File: src/rtl/vga_screen_ctrl.sv
// Screen sequencer for the VGA output mux.
// Walks blank -> intro -> menu -> game -> score on button pulses and the
// game-over flag. Produces the mux select, a frame-aligned intro blink, the
// play-logic enable and a one-cycle screen-change strobe. All outputs are
// registered and take the value of the next state in the same edge that
// decides the transition.
module vga_screen_ctrl #(
    parameter int IDLE_CYCLES  = 1_000_000,
    parameter int BLINK_HALF   = 25_000_000,
    parameter int SCORE_CYCLES = 500_000_000
) (
    input  logic       clk,
    input  logic       clr,
    input  logic       btn_start,
    input  logic       btn_back,
    input  logic       game_over,
    input  logic       vsync_in,
    output logic [3:0] vga_control,
    output logic       blink,
    output logic       game_en,
    output logic       screen_chg
);

    // Dwell counter covers the longest timed interval; blink counter covers
    // one blink half-period.
    localparam int MAX_AB = (IDLE_CYCLES > BLINK_HALF) ? IDLE_CYCLES : BLINK_HALF;
    localparam int MAX_P  = (MAX_AB > SCORE_CYCLES) ? MAX_AB : SCORE_CYCLES;
    localparam int CNT_W  = (MAX_P > 1) ? $clog2(MAX_P) : 1;
    localparam int BLK_W  = (BLINK_HALF > 1) ? $clog2(BLINK_HALF) : 1;

    localparam logic [CNT_W-1:0] IDLE_LAST  = CNT_W'(IDLE_CYCLES - 1);
    localparam logic [CNT_W-1:0] SCORE_LAST = CNT_W'(SCORE_CYCLES - 1);
    localparam logic [CNT_W-1:0] CNT_SAT    = {CNT_W{1'b1}};
    localparam logic [BLK_W-1:0] BLK_LAST   = BLK_W'(BLINK_HALF - 1);

    typedef enum logic [2:0] {
        ST_BLANK = 3'd0,
        ST_INTRO = 3'd1,
        ST_MENU  = 3'd2,
        ST_GAME  = 3'd3,
        ST_SCORE = 3'd4
    } state_t;

    state_t           state;
    state_t           state_nxt;
    logic             state_chg;
    logic [CNT_W-1:0] dwell_cnt;
    logic [BLK_W-1:0] blk_cnt;
    logic             toggle_pending;
    logic             vsync_prev;
    logic             frame_fall;
    logic             intro_stay;
    logic             blk_wrap;

    // Next-state selection; priorities resolve coincident events.
    always_comb begin
        state_nxt = ST_BLANK;
        case (state)
            ST_BLANK: begin
                // Buttons are deliberately ignored while the blank hold runs.
                if (dwell_cnt == IDLE_LAST) state_nxt = ST_INTRO;
                else                        state_nxt = ST_BLANK;
            end
            ST_INTRO: begin
                if (btn_start) state_nxt = ST_MENU;
                else           state_nxt = ST_INTRO;
            end
            ST_MENU: begin
                // Back wins over start when both pulse together.
                if (btn_back)       state_nxt = ST_INTRO;
                else if (btn_start) state_nxt = ST_GAME;
                else                state_nxt = ST_MENU;
            end
            ST_GAME: begin
                // A finished game always reaches the score screen, even on abort.
                if (game_over)     state_nxt = ST_SCORE;
                else if (btn_back) state_nxt = ST_MENU;
                else               state_nxt = ST_GAME;
            end
            ST_SCORE: begin
                // A user confirm beats a timeout expiring in the same cycle.
                if (btn_start)                    state_nxt = ST_MENU;
                else if (dwell_cnt == SCORE_LAST) state_nxt = ST_INTRO;
                else                              state_nxt = ST_SCORE;
            end
            default: state_nxt = ST_BLANK;
        endcase
    end

    // Blink-timing helpers: falling vsync marks a frame boundary; the blink
    // counter only advances while the intro screen is held.
    always_comb begin
        state_chg  = (state_nxt != state);
        frame_fall = vsync_prev & ~vsync_in;
        intro_stay = (state == ST_INTRO) && (state_nxt == ST_INTRO);
        blk_wrap   = intro_stay && (blk_cnt == BLK_LAST);
    end

    // State register and registered mux-facing outputs, all updated together.
    always_ff @(posedge clk or negedge clr) begin
        if (!clr) begin
            state       <= ST_BLANK;
            vga_control <= 4'd0;
            game_en     <= 1'b0;
            screen_chg  <= 1'b0;
        end else begin
            state       <= state_nxt;
            vga_control <= {1'b0, state_nxt};
            game_en     <= (state_nxt == ST_GAME);
            screen_chg  <= state_chg;
        end
    end

    // Shared dwell counter: restarts on every screen change and saturates.
    always_ff @(posedge clk or negedge clr) begin
        if (!clr) begin
            dwell_cnt <= '0;
        end else if (state_chg) begin
            dwell_cnt <= '0;
        end else if (dwell_cnt != CNT_SAT) begin
            dwell_cnt <= dwell_cnt + CNT_W'(1);
        end
    end

    // Intro blink: wraps arm a single pending toggle, applied on the next
    // frame boundary so the blanking never tears mid-frame.
    always_ff @(posedge clk or negedge clr) begin
        if (!clr) begin
            vsync_prev     <= 1'b1;
            blk_cnt        <= '0;
            toggle_pending <= 1'b0;
            blink          <= 1'b0;
        end else begin
            vsync_prev <= vsync_in;
            if (!intro_stay) begin
                // Entering or leaving intro (or any other screen): blink off.
                blk_cnt        <= '0;
                toggle_pending <= 1'b0;
                blink          <= 1'b0;
            end else begin
                blk_cnt <= blk_wrap ? '0 : blk_cnt + BLK_W'(1);
                if (frame_fall && toggle_pending) blink <= ~blink;
                // A fresh wrap re-arms even if this boundary consumed the old one.
                if (blk_wrap)        toggle_pending <= 1'b1;
                else if (frame_fall) toggle_pending <= 1'b0;
            end
        end
    end

endmodule

File: config.mk
export PLATFORM = sky130hd
export DESIGN_NAME = vga_screen_ctrl
export DESIGN_NICKNAME = d
export VERILOG_FILES = /design/src/rtl/vga_screen_ctrl.sv
export SDC_FILE = /design/constraint.sdc
export NUM_CORES = 1
export LEC_CHECK = 0
export CAP_MARGIN = 5
export CORE_UTILIZATION = 34
export CTS_BUF_LIST = sky130_fd_sc_hd__clkbuf_8 sky130_fd_sc_hd__clkbuf_16
export CTS_CLUSTER_DIAMETER = 30
export DETAILED_ROUTE_END_ITERATION = 8
export HOLD_SLACK_MARGIN = 0.02
export SLEW_MARGIN = 15
export SYNTH_ARGS = -nofsm -noshare
export SYNTH_HDL_FRONTEND = slang
export SYNTH_SLANG_ARGS = --single-unit
File: constraint.sdc
create_clock -name clk -period 2.4 [get_ports clk]
set_clock_uncertainty 0.2 [all_clocks]
set_input_delay 0.36 -clock clk [delete_from_list [all_inputs] [get_ports clk]]
set_output_delay 0.36 -clock clk [all_outputs]
set_load 0.02 [all_outputs]
==> results.py, run 1 <==
metrics = {
    "outcome": {
        "run_status": "finished, violations left",
        "violated_checks": "setup timing",
    },
    "synth": {
        "synth.top_cell.area_share_pct": 47.0,
        "largest_area_contributor_in_the_synthesized_netlist": "dfrtp_1",
        "syn_nets": 351,
        "synthMostInstantiatedCell": "dfrtp_1",
        "post_synth_instance_area_um2": 3250,
        "synthCells": 343,
        "synth_sequential_area_ratio_pct": 47.8,
        "number_of_flops_mapped_to_enable_cells_by_yosys": 0,
        "synth-main-ff-cell": "dfrtp_1",
        "async_reset_ff_share_pct": 100,
        "yosys-top-cells-count": "61 x dfrtp_1, 43 x nor2_1, 32 x a21oi_1",
        "register_bit_total_from_synthesis": 62,
        "netlist_top_cells_area": "dfrtp_1 47%, xnor2_1 6.7%, xor2_1 6.2%",
        "syn-mean-instance-area_um2": 9.46,
        "post_synth_num_cell_types": 48,
        "synthesis.yosys.warnings": 0,
    },
    "routing": {
        "avgRoutedWirePerCell_um": 13.9,
        "drt-vias-per-instance": 5.11,
        "first_pass_iters": 4,
        "antenna_violating_nets_post_route": 0,
        "first_iter_violations": 156,
        "detailroute.via_count": 2756,
        "detail_route.wirelength_um": 7480,
        "drc": 0,
    },
    "clock_network": {
        "ctsLongestPathBuffers": 2,
        "clk_tree_root_cell": "clkbuf_8",
        "h-tree-depth": 3,
        "worst_skew_late_latency_ns": 0.35,
        "cts_tree": "yes",
        "cts_buffers": 9,
        "clock_sinks": 62,
        "worst_setup_hold_path_clk_slew_ns": 0.09,
    },
    "finish": {
        "antennaDiodeCount": 0,
        "syn2layout_area_growth_pct": 33.5,
        "num-fill-cells": 847,
        "layout.nets": 413,
        "proportion_of_layout_cells_with_a_drive_suffix_above_1_pct": 30.0,
    },
    "setup_path": {
        "required_ns": 2.43,
        "critical-path-slowest-cell": "or4b_4",
        "worstSetupStartpointType": "flop",
        "worstPathCellList": "nand3_2, or4_4, or4b_4, and3b_1, xnor2_1, a21oi_1",
        "setup.worst_path.end_class": "flop",
        "worst_ep_arrival_ns": 2.46,
        "crit_type": "flop to flop",
        "timing.critical_path.fanout_max": 8,
        "timing.critical_path.buf_inv": 0,
        "cpLargestDelayFamily": "simple AND/OR/NAND/NOR gates",
        "cpPeakStageDelay_ns": 0.60,
    },
    "place": {
        "io_buffers": 11,
        "dp_hpwl_um": 4700,
        "detailedPlace.worstSlack_ns": -0.138,
        "gp_congestion": 0.800,
    },
    "floorplan": {
        "initial_utilization_pct": 35.1,
        "ios": 13,
        "floorplan.die.height_um": 99.7,
        "die-width_um": 99.7,
        "core_um2": 9240,
        "num_rows": 35,
        "floorplan.die_area_um2": 9940,
    },
    "power_and_ir_drop": {
        "p_leak_nw": 1.74,
        "power_w": 0.00204,
        "worst_ir_drop_vdd_mv": 0.233,
        "power_density_nw_per_um2": 471,
    },
    "global_routing": {
        "grt_usage_pct": 15.1,
        "grt_start_max_net_pins": 63,
        "grt_pass1_vias": 2587,
        "grt_antenna_before_repair": 0,
        "grt-ovfl-total": 0,
        "grt_first_pass_wirelength_um": 11900,
    },
    "min_path": {
        "hp-class": "input pin to flop",
    },
    "timing": {
        "setup_viol_count_final": 2,
        "rsz_0062_raised_after_global_routing": "true",
        "max_freq_mhz": 412,
        "postLayoutSetupSlackWorst_ns": -0.0283,
        "finalHoldViolations": 0,
        "post-route-period-util_pct": 101,
        "finalCriticalPeriod_ns": 2.43,
        "drv_slew": 0,
    },
    "job": {
        "max_capacitance_violation_total": 0,
    },
}
[worst paths after layout]
kind	start	end	slack [ns]	depth (start not counted)
setup / recovery	dwell_cnt[23]	dwell_cnt[13]	-0.03	6
min in group asynchronous	clr	dwell_cnt[0]	0.33	3
max in group asynchronous	clr	vsync_prev	1.34	3
setup reg to reg	dwell_cnt[23]	dwell_cnt[13]	-0.03	6
hold / removal	vsync_in	vsync_prev	0.25	1
hold reg to reg	blk_cnt[0]	blk_cnt[0]	0.29	1
[registers in the layout, summed over array words and instances (netlist names)]
| signal | count |
|---|---|
| dwell_cnt | 29 |
| blk_cnt | 25 |
| vga_control | 3 |
| blink | 1 |
| game_en | 1 |
| screen_chg | 1 |
| toggle_pending | 1 |
| vsync_prev | 1 |
[layout by cell type, fill, tap and decap left out, types with 13 or more instances in the layout]
cell     instances
nand4_1         13
buf_4           43
nand3_1         16
nand2_1         23
xor2_1          22
xnor2_1         24
a21oi_2         23
dfrtp_1         60
nor2_1          43
[where the power goes]
group,internal (W),leakage [nW],switching [W]
Clock,0.000493,0.0980,0.000455
Sequential,0.00105,0.710,0.000000413
Combinational,0.0000163,0.933,0.0000286
[logic make-up after synthesis]
logic type               count (synthesis)  synth area share (%)
AO/OA/AOI/OAI                           47                  8.40
adder cells (fa/ha/maj)                  2                 0.771
buffers and inverters                   25                  3.39
other                                    1                 0.116
AND/OR/NAND/NOR                        153                  24.9
multiplexers                             5                  1.58
flip-flops                              62                  47.8
XOR/XNOR                                48                  13.0
[final cells by class]
| class | count | area, um2 | share of cell area, % |
|---|---|---|---|
| Multi-Input combinational cell | 257 | 1810 | 41.7 |
| Sequential cell | 62 | 1550 | 35.9 |
| Timing Repair Buffer | 66 | 571 | 13.2 |
| Tap cell | 129 | 161 | 3.73 |
| Clock buffer | 9 | 124 | 2.86 |
| Clock inverter | 7 | 82.6 | 1.91 |
| Inverter | 9 | 33.8 | 0.780 |
[stage by stage]
stage	hold slack (ns)	area [um2]	utilization (%)	TNS (ns)	instances
final	0.255	4330	46.9	-0.0342	539
after global routing	0.253	4330	46.9	-0.884	539
after CTS	0.244	4020	43.5	-0.0207	528
after detailed placement	0.197	3790	41.0	-3.26	511
after global placement	0.193	3790	41.0	-2.27	511
after floorplan	-0.136	3270	-	-0.249	343
[layer usage]
layer	vias to the layer above	global-route usage, %	share of wire, %
li1	1334	-	-
met2	60	23.6	45
met1	1347	20.2	49
met5	-	0	0
met4	0	7.92	2.1
met3	15	2.11	3.2
[timing repair]
| item | CTS | global route |
|---|---|---|
| setup endpoints to repair | 29 | 30 |
| setup buffers | 0 | 7 |
| pin swaps | 1 | 16 |
| resized for setup | 5 | 60 |
| gates cloned | 0 | 5 |
| hold buffers | 1 | 0 |
| hold endpoints to repair | 61 | 0 |
Power figures use the tool's default switching activity.
==> run 2, diff against run 1 <==
--- a/config.mk
+++ b/config.mk
@@ -11,6 +11,7 @@
 export CTS_CLUSTER_DIAMETER = 30
 export DETAILED_ROUTE_END_ITERATION = 8
 export HOLD_SLACK_MARGIN = 0.02
+export SETUP_SLACK_MARGIN = 0.02
 export SLEW_MARGIN = 15
 export SYNTH_ARGS = -nofsm -noshare
 export SYNTH_HDL_FRONTEND = slang
==> run 2 against run 1 <==
Largest power group unchanged. Combinational power down 3%. Cell count down 1.3%. Clock-buffer cell count up 1. Global-route usage up 0.18 points. Largest cell class unchanged. Register-to-register slack about the same. The flow still finishes with violations (setup timing). Core utilization down 1.5 points.
==> results.py, run 2 (synthesis results as in run 1) <==
metrics = {
    "outcome": {
        "run_status": "finished, violations left",
        "violated_checks": "setup timing",
    },
    "finish": {
        "mostFrequentLayoutCells": "60 x dfrtp_1, 43 x nor2_1, 38 x buf_4",
        "final_common_cell": "dfrtp_1",
        "proportion_of_layout_cells_with_a_drive_suffix_above_1_pct": 25.6,
        "layout.nets": 406,
        "syn2layout_area_growth_pct": 29.3,
        "largest_registers": "dwell_cnt (29), blk_cnt (25), vga_control (3)",
        "max_ffs_per_register": 29,
        "num-fill-cells": 878,
        "antennaDiodeCount": 0,
        "top_register": "dwell_cnt",
    },
    "clock_network": {
        "worst_skew_late_latency_ns": 0.34,
        "ctsLongestPathBuffers": 2,
        "clock_sinks": 62,
        "h-tree-depth": 3,
        "worst_setup_hold_path_clk_slew_ns": 0.07,
        "cts_buffers": 9,
        "clk_tree_root_cell": "clkbuf_8",
        "cts_tree": "yes",
    },
    "power_and_ir_drop": {
        "p_leak_nw": 1.69,
        "power_density_nw_per_um2": 449,
        "worst_ir_drop_vdd_mv": 0.183,
    },
    "floorplan": {
        "die-width_um": 99.7,
        "core_um2": 9240,
        "ios": 13,
        "floorplan.die.height_um": 99.7,
        "initial_utilization_pct": 35.1,
        "floorplan.die_area_um2": 9940,
        "num_rows": 35,
    },
    "global_routing": {
        "grt-ovfl-total": 0,
        "grt_antenna_before_repair": 0,
        "grt_pass1_vias": 2551,
        "grt_usage_pct": 15.3,
        "grt_first_pass_wirelength_um": 12100,
        "grt_start_max_net_pins": 63,
    },
    "timing": {
        "post-route-period-util_pct": 101,
        "finalCriticalPeriod_ns": 2.43,
        "postLayoutSetupSlackWorst_ns": -0.0347,
        "finalHoldViolations": 0,
        "setup_tns_ns": -0.187,
        "setup_viol_count_final": 16,
        "rsz_0062_raised_after_global_routing": "true",
        "max_freq_mhz": 411,
        "drv_slew": 0,
    },
    "job": {
        "max_capacitance_violation_total": 0,
    },
    "place": {
        "io_buffers": 11,
        "dp_hpwl_um": 4700,
        "gp_congestion": 0.776,
        "detailedPlace.worstSlack_ns": -0.191,
    },
    "routing": {
        "antenna_violating_nets_post_route": 0,
        "avgRoutedWirePerCell_um": 14.2,
        "detailroute.via_count": 2736,
        "drc": 0,
        "drt-vias-per-instance": 5.14,
        "detail_route.wirelength_um": 7550,
        "first_iter_violations": 142,
        "first_pass_iters": 4,
    },
    "setup_path": {
        "crit_end": "dwell_cnt[4]",
        "r2r_start": "dwell_cnt[28]",
        "setup.worst_path.end_class": "flop",
        "timing.critical_path.fanout_max": 7,
        "worst_reg2reg_setup_slack_ns": -0.03,
        "r2r.worst_path.cells": 7,
        "timing.critical_path.from": "dwell_cnt[28]",
        "worst_ep_arrival_ns": 2.47,
        "worst_r2r_endpoint": "dwell_cnt[4]",
        "worstSetupStartpointType": "flop",
        "crit_type": "flop to flop",
        "required_ns": 2.44,
    },
    "min_path": {
        "hp-class": "input pin to flop",
    },
}
-- run 2: changes by cell type in the layout (fill, tap and decap cells not counted), moves of 2 or more --
cell,change
buf_8,+2
clkinv_4,-2
clkinv_2,+3
nand3_2,-4
buf_6,-5
nand3_1,+4
a21oi_2,-4
inv_1,+2
buf_4,-5
a21oi_1,+4
-- run 2: layer usage --
metal	vias up	GRT usage, %	part of all wire, %
met4	0	6.45	1.3
met1	1355	20.8	48
met2	60	23.6	47
met3	11	3.02	3.5
met5	-	0	0
li1	1310	-	-
-- run 2: what timing repair did --
action	4_1_cts	5_1_grt
setup buffers	2	3
gates cloned	1	4
gates resized for setup	7	38
setup endpoints to repair	29	34
endpoints found under the hold margin	61	0
pin swaps	3	12
hold buffers	1	0
-- run 2: worst min-delay path by stage --
| stage | cells past startpoint | from | endpoint |
|---|---|---|---|
| 6_report | 1 | vsync_in | vsync_prev |
| 5_1_grt | 1 | vsync_in | vsync_prev |
| 4_1_cts | 1 | vsync_in | vsync_prev |
| 3_5_place_dp | 2 | clr | dwell_cnt[11] |
| 3_3_place_gp | 2 | clr | dwell_cnt[11] |
| 2_1_floorplan | 0 | clr | blink |
-- run 2: report_power, final --
part	leakage (nW)	internal (W)	switching, W
Sequential	0.710	0.00105	0.000000494
Combinational	0.888	0.0000153	0.0000283
Clock	0.0944	0.000389	0.000403
Total	1.69	0.00145	0.000432
-- run 2: cell type report --
cell class	count	area, um2	share of cell area (%)
inverters	9	33.8	0.805
multi-input cells	256	1740	41.5
clock buffers	10	138	3.28
repair buffers	60	537	12.8
well taps	129	161	3.85
flip-flops and latches	62	1550	37.0
clock inverters	6	30.0	0.716
-- run 2: critical path, cell delays in order, from the launching register on --
cell and delay [ns]:
dfrtp_1 0.36, nand3_1 0.10, or4_4 0.56, or4b_4 0.58, buf_4 0.19, nand4_1 0.10
xor2_1 0.20, a21oi_2 0.05
-- run 2: stage by stage --
stage               area [um2]  util [%]  total power, W  hold WS [ns]  instances
floorplan                 3290         -         0.00107        -0.136        343
global placement          3750      40.6         0.00111         0.192        505
detailed placement        3750      40.6         0.00111         0.198        505
CTS                       3970      43.0         0.00190         0.270        525
global route              4200      45.4         0.00196         0.283        532
finish                    4200      45.4         0.00188         0.271        532
